[config.mk]
export PLATFORM = sky130hd
export DESIGN_NAME = inst_fetch_unit_flat
export DESIGN_NICKNAME = d
export VERILOG_FILES = /design/src/rtl/inst_fetch_unit_if.sv /design/src/rtl/inst_fetch_unit.sv /design/src/flat_wrapper.sv
export SDC_FILE = /design/constraint.sdc
export NUM_CORES = 1
export LEC_CHECK = 0
export ABC_CLOCK_PERIOD_IN_PS = 4040
export BUFFER_PORTS_ARGS = -buffer_cell sky130_fd_sc_hd__clkbuf_2
export CORE_MARGIN = 8
export CORE_UTILIZATION = 39
export CTS_BUF_LIST = sky130_fd_sc_hd__clkbuf_4 sky130_fd_sc_hd__clkbuf_8
export DETAILED_ROUTE_END_ITERATION = 7
export GPL_TIMING_DRIVEN = 0
export PLACE_DENSITY = 0.72
export SETUP_SLACK_MARGIN = 0.2
export SLEW_MARGIN = 10
export SYNTH_ARGS = -nofsm -noshare
export SYNTH_HDL_FRONTEND = slang
export SYNTH_SLANG_ARGS = --single-unit
[constraint.sdc]
create_clock -name i_clk -period 4.04 [get_ports i_clk]
set_input_delay 0.404 -clock i_clk [delete_from_list [all_inputs] [get_ports i_clk]]
set_output_delay 0.404 -clock i_clk [all_outputs]
set_load 0.005 [all_outputs]
[src/rtl/inst_fetch_unit_if.sv]
// Instruction-side Wishbone-style read bus between the fetch unit (master) and instruction memory (slave).
// Single outstanding read; cyc and stb always move together.
interface inst_fetch_unit_if;
    logic [31:0] iwb_adr;
    logic [31:0] iwb_dat;
    logic        iwb_ack;
    logic        iwb_cyc;
    logic        iwb_stb;
    logic        iwb_we;
    logic [3:0]  iwb_sel;

    modport master (
        output iwb_adr,
        output iwb_cyc,
        output iwb_stb,
        output iwb_we,
        output iwb_sel,
        input  iwb_dat,
        input  iwb_ack
    );

    modport slave (
        input  iwb_adr,
        input  iwb_cyc,
        input  iwb_stb,
        input  iwb_we,
        input  iwb_sel,
        output iwb_dat,
        output iwb_ack
    );
endinterface

[src/rtl/inst_fetch_unit.sv]
// IF stage: owns the PC, fetches one instruction per bus read, presents if_pc/if_inst to IF/ID; 2 cycles/instr minimum.
// Backpressure: stall[0] holds the PC, stall[1] parks a fetched word in WAIT_FOR_STALL; stallreq is high while a fetch is pending.
module inst_fetch_unit #(
    parameter logic [31:0] RESET_PC = 32'h0000_0000
) (
    input  logic                      i_clk,
    input  logic                      i_rst,
    input  logic [5:0]                i_stall,
    input  logic                      i_flush,
    input  logic [31:0]               i_new_pc,
    input  logic                      i_branch_flag,
    input  logic [31:0]               i_branch_target,
    output logic [31:0]               o_if_pc,
    output logic [31:0]               o_if_inst,
    output logic                      o_stallreq,
    inst_fetch_unit_if.master         iwb
);

    typedef enum logic [1:0] {
        ST_IDLE           = 2'd0,
        ST_BUSY           = 2'd1,
        ST_WAIT_FOR_STALL = 2'd2
    } state_t;

    state_t      r_state;
    state_t      w_state_nxt;
    logic [31:0] r_pc;
    logic        r_ce;
    logic        r_cyc;
    logic [31:0] r_adr;
    logic [31:0] r_rd_buf;

    logic        w_cyc_nxt;
    logic [31:0] w_adr_nxt;
    logic [31:0] w_rd_buf_nxt;
    logic        w_pc_hold;
    logic        w_unused_stall;

    // Upper stall bits belong to later stages.
    assign w_unused_stall = ^i_stall[5:2];
    assign w_pc_hold      = i_stall[0];

    always_ff @(posedge i_clk or posedge i_rst) begin
        if (i_rst) begin
            r_ce <= 1'b0;
        end else begin
            r_ce <= 1'b1;
        end
    end

    always_ff @(posedge i_clk or posedge i_rst) begin
        if (i_rst) begin
            r_pc <= RESET_PC;
        end else if (r_ce) begin
            if (i_flush) begin
                r_pc <= i_new_pc;
            end else if (!w_pc_hold && i_branch_flag) begin
                r_pc <= i_branch_target;
            end else if (!w_pc_hold) begin
                r_pc <= r_pc + 32'd4;
            end
        end
    end

    always_ff @(posedge i_clk or posedge i_rst) begin
        if (i_rst) begin
            r_state  <= ST_IDLE;
            r_cyc    <= 1'b0;
            r_adr    <= 32'h0;
            r_rd_buf <= 32'h0;
        end else begin
            r_state  <= w_state_nxt;
            r_cyc    <= w_cyc_nxt;
            r_adr    <= w_adr_nxt;
            r_rd_buf <= w_rd_buf_nxt;
        end
    end

    always_comb begin
        w_state_nxt  = r_state;
        w_cyc_nxt    = r_cyc;
        w_adr_nxt    = r_adr;
        w_rd_buf_nxt = r_rd_buf;
        o_if_inst    = 32'h0;
        o_stallreq   = 1'b0;
        case (r_state)
            ST_IDLE: begin
                if (r_ce && !i_flush) begin
                    w_cyc_nxt   = 1'b1;
                    w_adr_nxt   = r_pc;
                    w_state_nxt = ST_BUSY;
                    o_stallreq  = 1'b1;
                end
            end
            ST_BUSY: begin
                // A flush wins over a same-cycle ack: the returning word is stale.
                if (i_flush) begin
                    w_cyc_nxt   = 1'b0;
                    w_state_nxt = ST_IDLE;
                end else if (!iwb.iwb_ack) begin
                    o_stallreq  = 1'b1;
                end else begin
                    w_cyc_nxt    = 1'b0;
                    w_rd_buf_nxt = iwb.iwb_dat;
                    o_if_inst    = iwb.iwb_dat;
                    w_state_nxt  = i_stall[1] ? ST_WAIT_FOR_STALL : ST_IDLE;
                end
            end
            ST_WAIT_FOR_STALL: begin
                o_if_inst = r_rd_buf;
                if (!i_stall[1] || i_flush) begin
                    w_state_nxt = ST_IDLE;
                end
            end
            default: begin
                w_cyc_nxt   = 1'b0;
                w_state_nxt = ST_IDLE;
            end
        endcase
    end

    assign o_if_pc     = r_pc;
    assign iwb.iwb_adr = r_adr;
    assign iwb.iwb_cyc = r_cyc;
    assign iwb.iwb_stb = r_cyc;
    assign iwb.iwb_we  = 1'b0;
    assign iwb.iwb_sel = 4'hF;

endmodule

[src/flat_wrapper.sv]
// flat-port wrapper written by rule: the top's interface ports become plain ports
module inst_fetch_unit_flat 
#(
    parameter logic [31:0] RESET_PC = 32'h0000_0000
)
  (i_clk, i_rst, i_stall, i_flush, i_new_pc, i_branch_flag, i_branch_target, o_if_pc, o_if_inst, o_stallreq, iwb_iwb_adr, iwb_iwb_cyc, iwb_iwb_stb, iwb_iwb_we, iwb_iwb_sel, iwb_iwb_dat, iwb_iwb_ack);
  inst_fetch_unit_if iwb_i ();
  input  logic i_clk;
  input  logic i_rst;
  input  logic [5:0] i_stall;
  input  logic i_flush;
  input  logic [31:0] i_new_pc;
  input  logic i_branch_flag;
  input  logic [31:0] i_branch_target;
  output logic [31:0] o_if_pc;
  output logic [31:0] o_if_inst;
  output logic o_stallreq;
  output wire logic [$bits(iwb_i.iwb_adr)-1:0] iwb_iwb_adr;
  output wire logic [$bits(iwb_i.iwb_cyc)-1:0] iwb_iwb_cyc;
  output wire logic [$bits(iwb_i.iwb_stb)-1:0] iwb_iwb_stb;
  output wire logic [$bits(iwb_i.iwb_we)-1:0] iwb_iwb_we;
  output wire logic [$bits(iwb_i.iwb_sel)-1:0] iwb_iwb_sel;
  input wire logic [$bits(iwb_i.iwb_dat)-1:0] iwb_iwb_dat;
  input wire logic [$bits(iwb_i.iwb_ack)-1:0] iwb_iwb_ack;
  assign iwb_iwb_adr = iwb_i.iwb_adr;
  assign iwb_iwb_cyc = iwb_i.iwb_cyc;
  assign iwb_iwb_stb = iwb_i.iwb_stb;
  assign iwb_iwb_we = iwb_i.iwb_we;
  assign iwb_iwb_sel = iwb_i.iwb_sel;
  assign iwb_i.iwb_dat = iwb_iwb_dat;
  assign iwb_i.iwb_ack = iwb_iwb_ack;
  inst_fetch_unit #(.RESET_PC(RESET_PC)) u_core (.i_clk(i_clk), .i_rst(i_rst), .i_stall(i_stall), .i_flush(i_flush), .i_new_pc(i_new_pc), .i_branch_flag(i_branch_flag), .i_branch_target(i_branch_target), .o_if_pc(o_if_pc), .o_if_inst(o_if_inst), .o_stallreq(o_stallreq), .iwb(iwb_i));
endmodule
==> impl_metrics.csv <==
group,metric,value,unit
status,outcome,"completed",
grt,grt_pass1_wl,28880,µm
place,globalplace.congestion,0.9241,
place,dpl_cell_area,6725,µm²
clock_network,post_cts_buffers,0,
hold_path,hold_class,"input port to asynchronous set/reset pin",
place,dp_hpwl,14090,µm
synth,ys.flop_type,"dfrtp_1",
grt,grt_max_degree,58,
sta,max_freq,349.6,MHz
finish,fin_util,50.23,%
route,antenna_left,0,
clock_network,clock_tree.buffer_depth,2,
finish,final_nets,942,
synth,synth_top_area_share,45.90,%
synth,ys_types,57,
synth,postSynthAreaPerCell,8.864,µm²
sta,finalHoldViolCount,0,
worst_setup_path,arrival,2.46,ns
finish,instances_no_fill,1016,
sta,drv_slew,0,
clock_network,clk_latency,0.38,ns
clock_network,h-tree-depth,3,
clock_network,hold_buffers,0,
power,p_per_area,521.1,nW/µm²
worst_setup_path,r2r_start,"u_core.o_if_pc[2]$_DFFE_PP0P_",
worst_setup_path,crit_required,3.64,ns
finish,fin_area,6918,µm²
power,ir_drop,0.2263,mV
synth,synth_area,5451,µm²
synth,ys_seq_elements,100,
worst_setup_path,critPathCaptureType,"primary output",
worst_setup_path,worstSetupPathType,"flop to primary output",
worst_setup_path,regToRegSetupSlack,1.76,ns
clock_network,cts_tree,"done",
finish,area_delta_synth_final,26.90,%
route,vias,5340,
die,start_util,39.58,%
route,firstDrtPassIters,7,
sta,finalCritPeriodShare,70.80,%
die,core,13770,µm²
worst_setup_path,path_max_fanout,10,
die,rows,43,
clock_network,clk_pin_slew_worst_paths,0.09,ns
synth,yosys.area.top_type,"dfrtp_1",
power,finalPower,3.605,mW
sta,worst_clock_skew,0.01400,ns
sta,setup_slack,1.180,ns
grt,antenna_found_initial,0,
route,avgViaCountPerCell,5.256,
sta,setup-violations-final,0,
synth,synth_common_cells,"162 x nand2_1, 100 x dfrtp_1, 34 x clkbuf_1, 32 x a21boi_0, 31 x o21ai_0",
synth,async_flop_share,100.0,%
die,die-area,18020,µm²
power,cellLeakagePower,3.342,nW
die,pin_count,211,
place,pre_cts_ws,1.430,ns
sta,tightestPinTransition,0.6332,ns
place,placed_cells,1000,
finish,drive_gt1_share,32.42,%
grt,grt_pass1_vias,5269,
die,die-width,134.2,µm
synth,synth.most_common_cell,"nand2_1",
sta,slew_headroom,57.78,%
synth,yosysSeqAreaShare,45.90,%
sta,timing.hold.ws,0.02563,ns
route,wl_per_cell,18.13,µm
route,drc,0,
synth,syn_inst,615,
clock_network,cts.sinks,100,
place,io_buffers,200,
finish,num_antenna_cells,0,
flow_run,drv_cap,0,
synth,yosys-top-cells-area,"dfrtp_1 46%, nand2_1 11%, mux2_2 6.0%",
clock_network,cts_root_buffer,"clkbuf_8",
clock_network,cts_buffers,9,
synth,synth_edf_count,0,
route,drt_iter0_markers,421,
sta,finalCriticalPeriod,2.860,ns
sta,rsz0062_at_grt,"false",
worst_setup_path,crit_path_start_kind,"flop",
clock_network,post_cts_resized,0,
grt,grt_usage,20.22,%
grt,grt-ovfl-total,0,
route,drt-total-wl,18420,µm
die,die_h,134.2,µm
worst_setup_path,timing.critical_path.from,"u_core.r_state[1]$_DFFE_PP0P_",
sta,tns,0,ns
synth,yosysWarnings,0,
registers in the layout (all words and copies together), names as in the netlist:
register	flops
u_core.r_rd_buf	32
u_core.iwb.iwb_cyc	1
u_core.r_state	2
u_core.iwb.iwb_adr	32
u_core.o_if_pc	32
u_core.r_ce	1
per-layer routing:
layer | vias to the layer above | wire length (µm) | GRT usage [%]
li1 | 2569 | - | -
met1 | 2508 | 7891 | 25.52
met2 | 241 | 8439 | 31.76
met3 | 22 | 1761 | 7.479
met4 | 0 | 331 | 5.552
met5 | - | 0 | 0
report_power, final:
part | switching [mW] | leakage (nW) | internal (mW) | total (mW)
Sequential | 0.250 | 1.21 | 1.37 | 1.62
Clock | 0.363 | 0.0951 | 0.281 | 0.644
Combinational | 0.690 | 2.03 | 0.650 | 1.34
Total | 1.30 | 3.34 | 2.30 | 3.60
cell type report:
class / count / area [µm²]
Buffer: 48 / 252.7
Clock buffer: 13 / 172.7
Clock inverter: 3 / 20.02
Fill cell: 1375 / 6855
Inverter: 10 / 42.54
Multi-Input combinational cell: 461 / 2674
Sequential cell: 100 / 2502
Tap cell: 180 / 225.2
Timing Repair Buffer: 201 / 1028
path summary, 6_finish.rpt:
check,end,cells after the start
max reg2reg,u_core.o_if_pc[30]$_DFFE_PP0P_,6
min reg2reg,u_core.r_rd_buf[14]$_DFFE_PP0P_,2
min,u_core.iwb.iwb_cyc$_DFFE_PP0P_,2
max,o_if_inst[15],8
min in group i_clk,u_core.r_rd_buf[10]$_DFFE_PP0P_,3
max in group asynchronous,u_core.iwb.iwb_adr[6]$_DFFE_PP0P_,3
critical path: stages (launching register included):
cell      delay, ns
dfrtp_1        0.42
inv_1          0.09
ha_1           0.20
and3_1         0.17
clkbuf_1       0.26
clkbuf_1       0.40
nand2_1        0.13
a21boi_0       0.25
clkbuf_2       0.16
logic make-up (layout without fill, tap and decap cells):
kind of cell    count (synthesis)  count (layout)  synth area share, %
compound gates                134             134                15.95
buf+inv                        58             275                5.325
simple gates                  271             271                23.02
flops                         100             100                45.90
mux                            30              30                6.174
other cells                     2               6               0.1378
fa+ha+maj                       4               4               0.9181
xor+xnor                       16              16                2.570
cells in the final DEF, fill, tap and decap left out, drive strengths merged, types with 2 or more instances in the layout:
master / instances
a211oi: 7
a21boi: 32
a21oi: 28
a221oi: 10
a41oi: 2
and2: 2
and3: 17
and4: 4
buf: 14
clkbuf: 248
clkinvlp: 2
conb: 6
dfrtp: 100
ha: 4
inv: 10
mux2: 29
nand2: 163
nand2b: 7
nand3: 17
nand4: 9
nor2: 24
nor3: 12
nor4: 8
o21ai: 38
o22ai: 4
o2bb2ai: 2
or3: 3
or4: 2
xnor2: 12
xor2: 4
(Power assumes the default switching activity.)
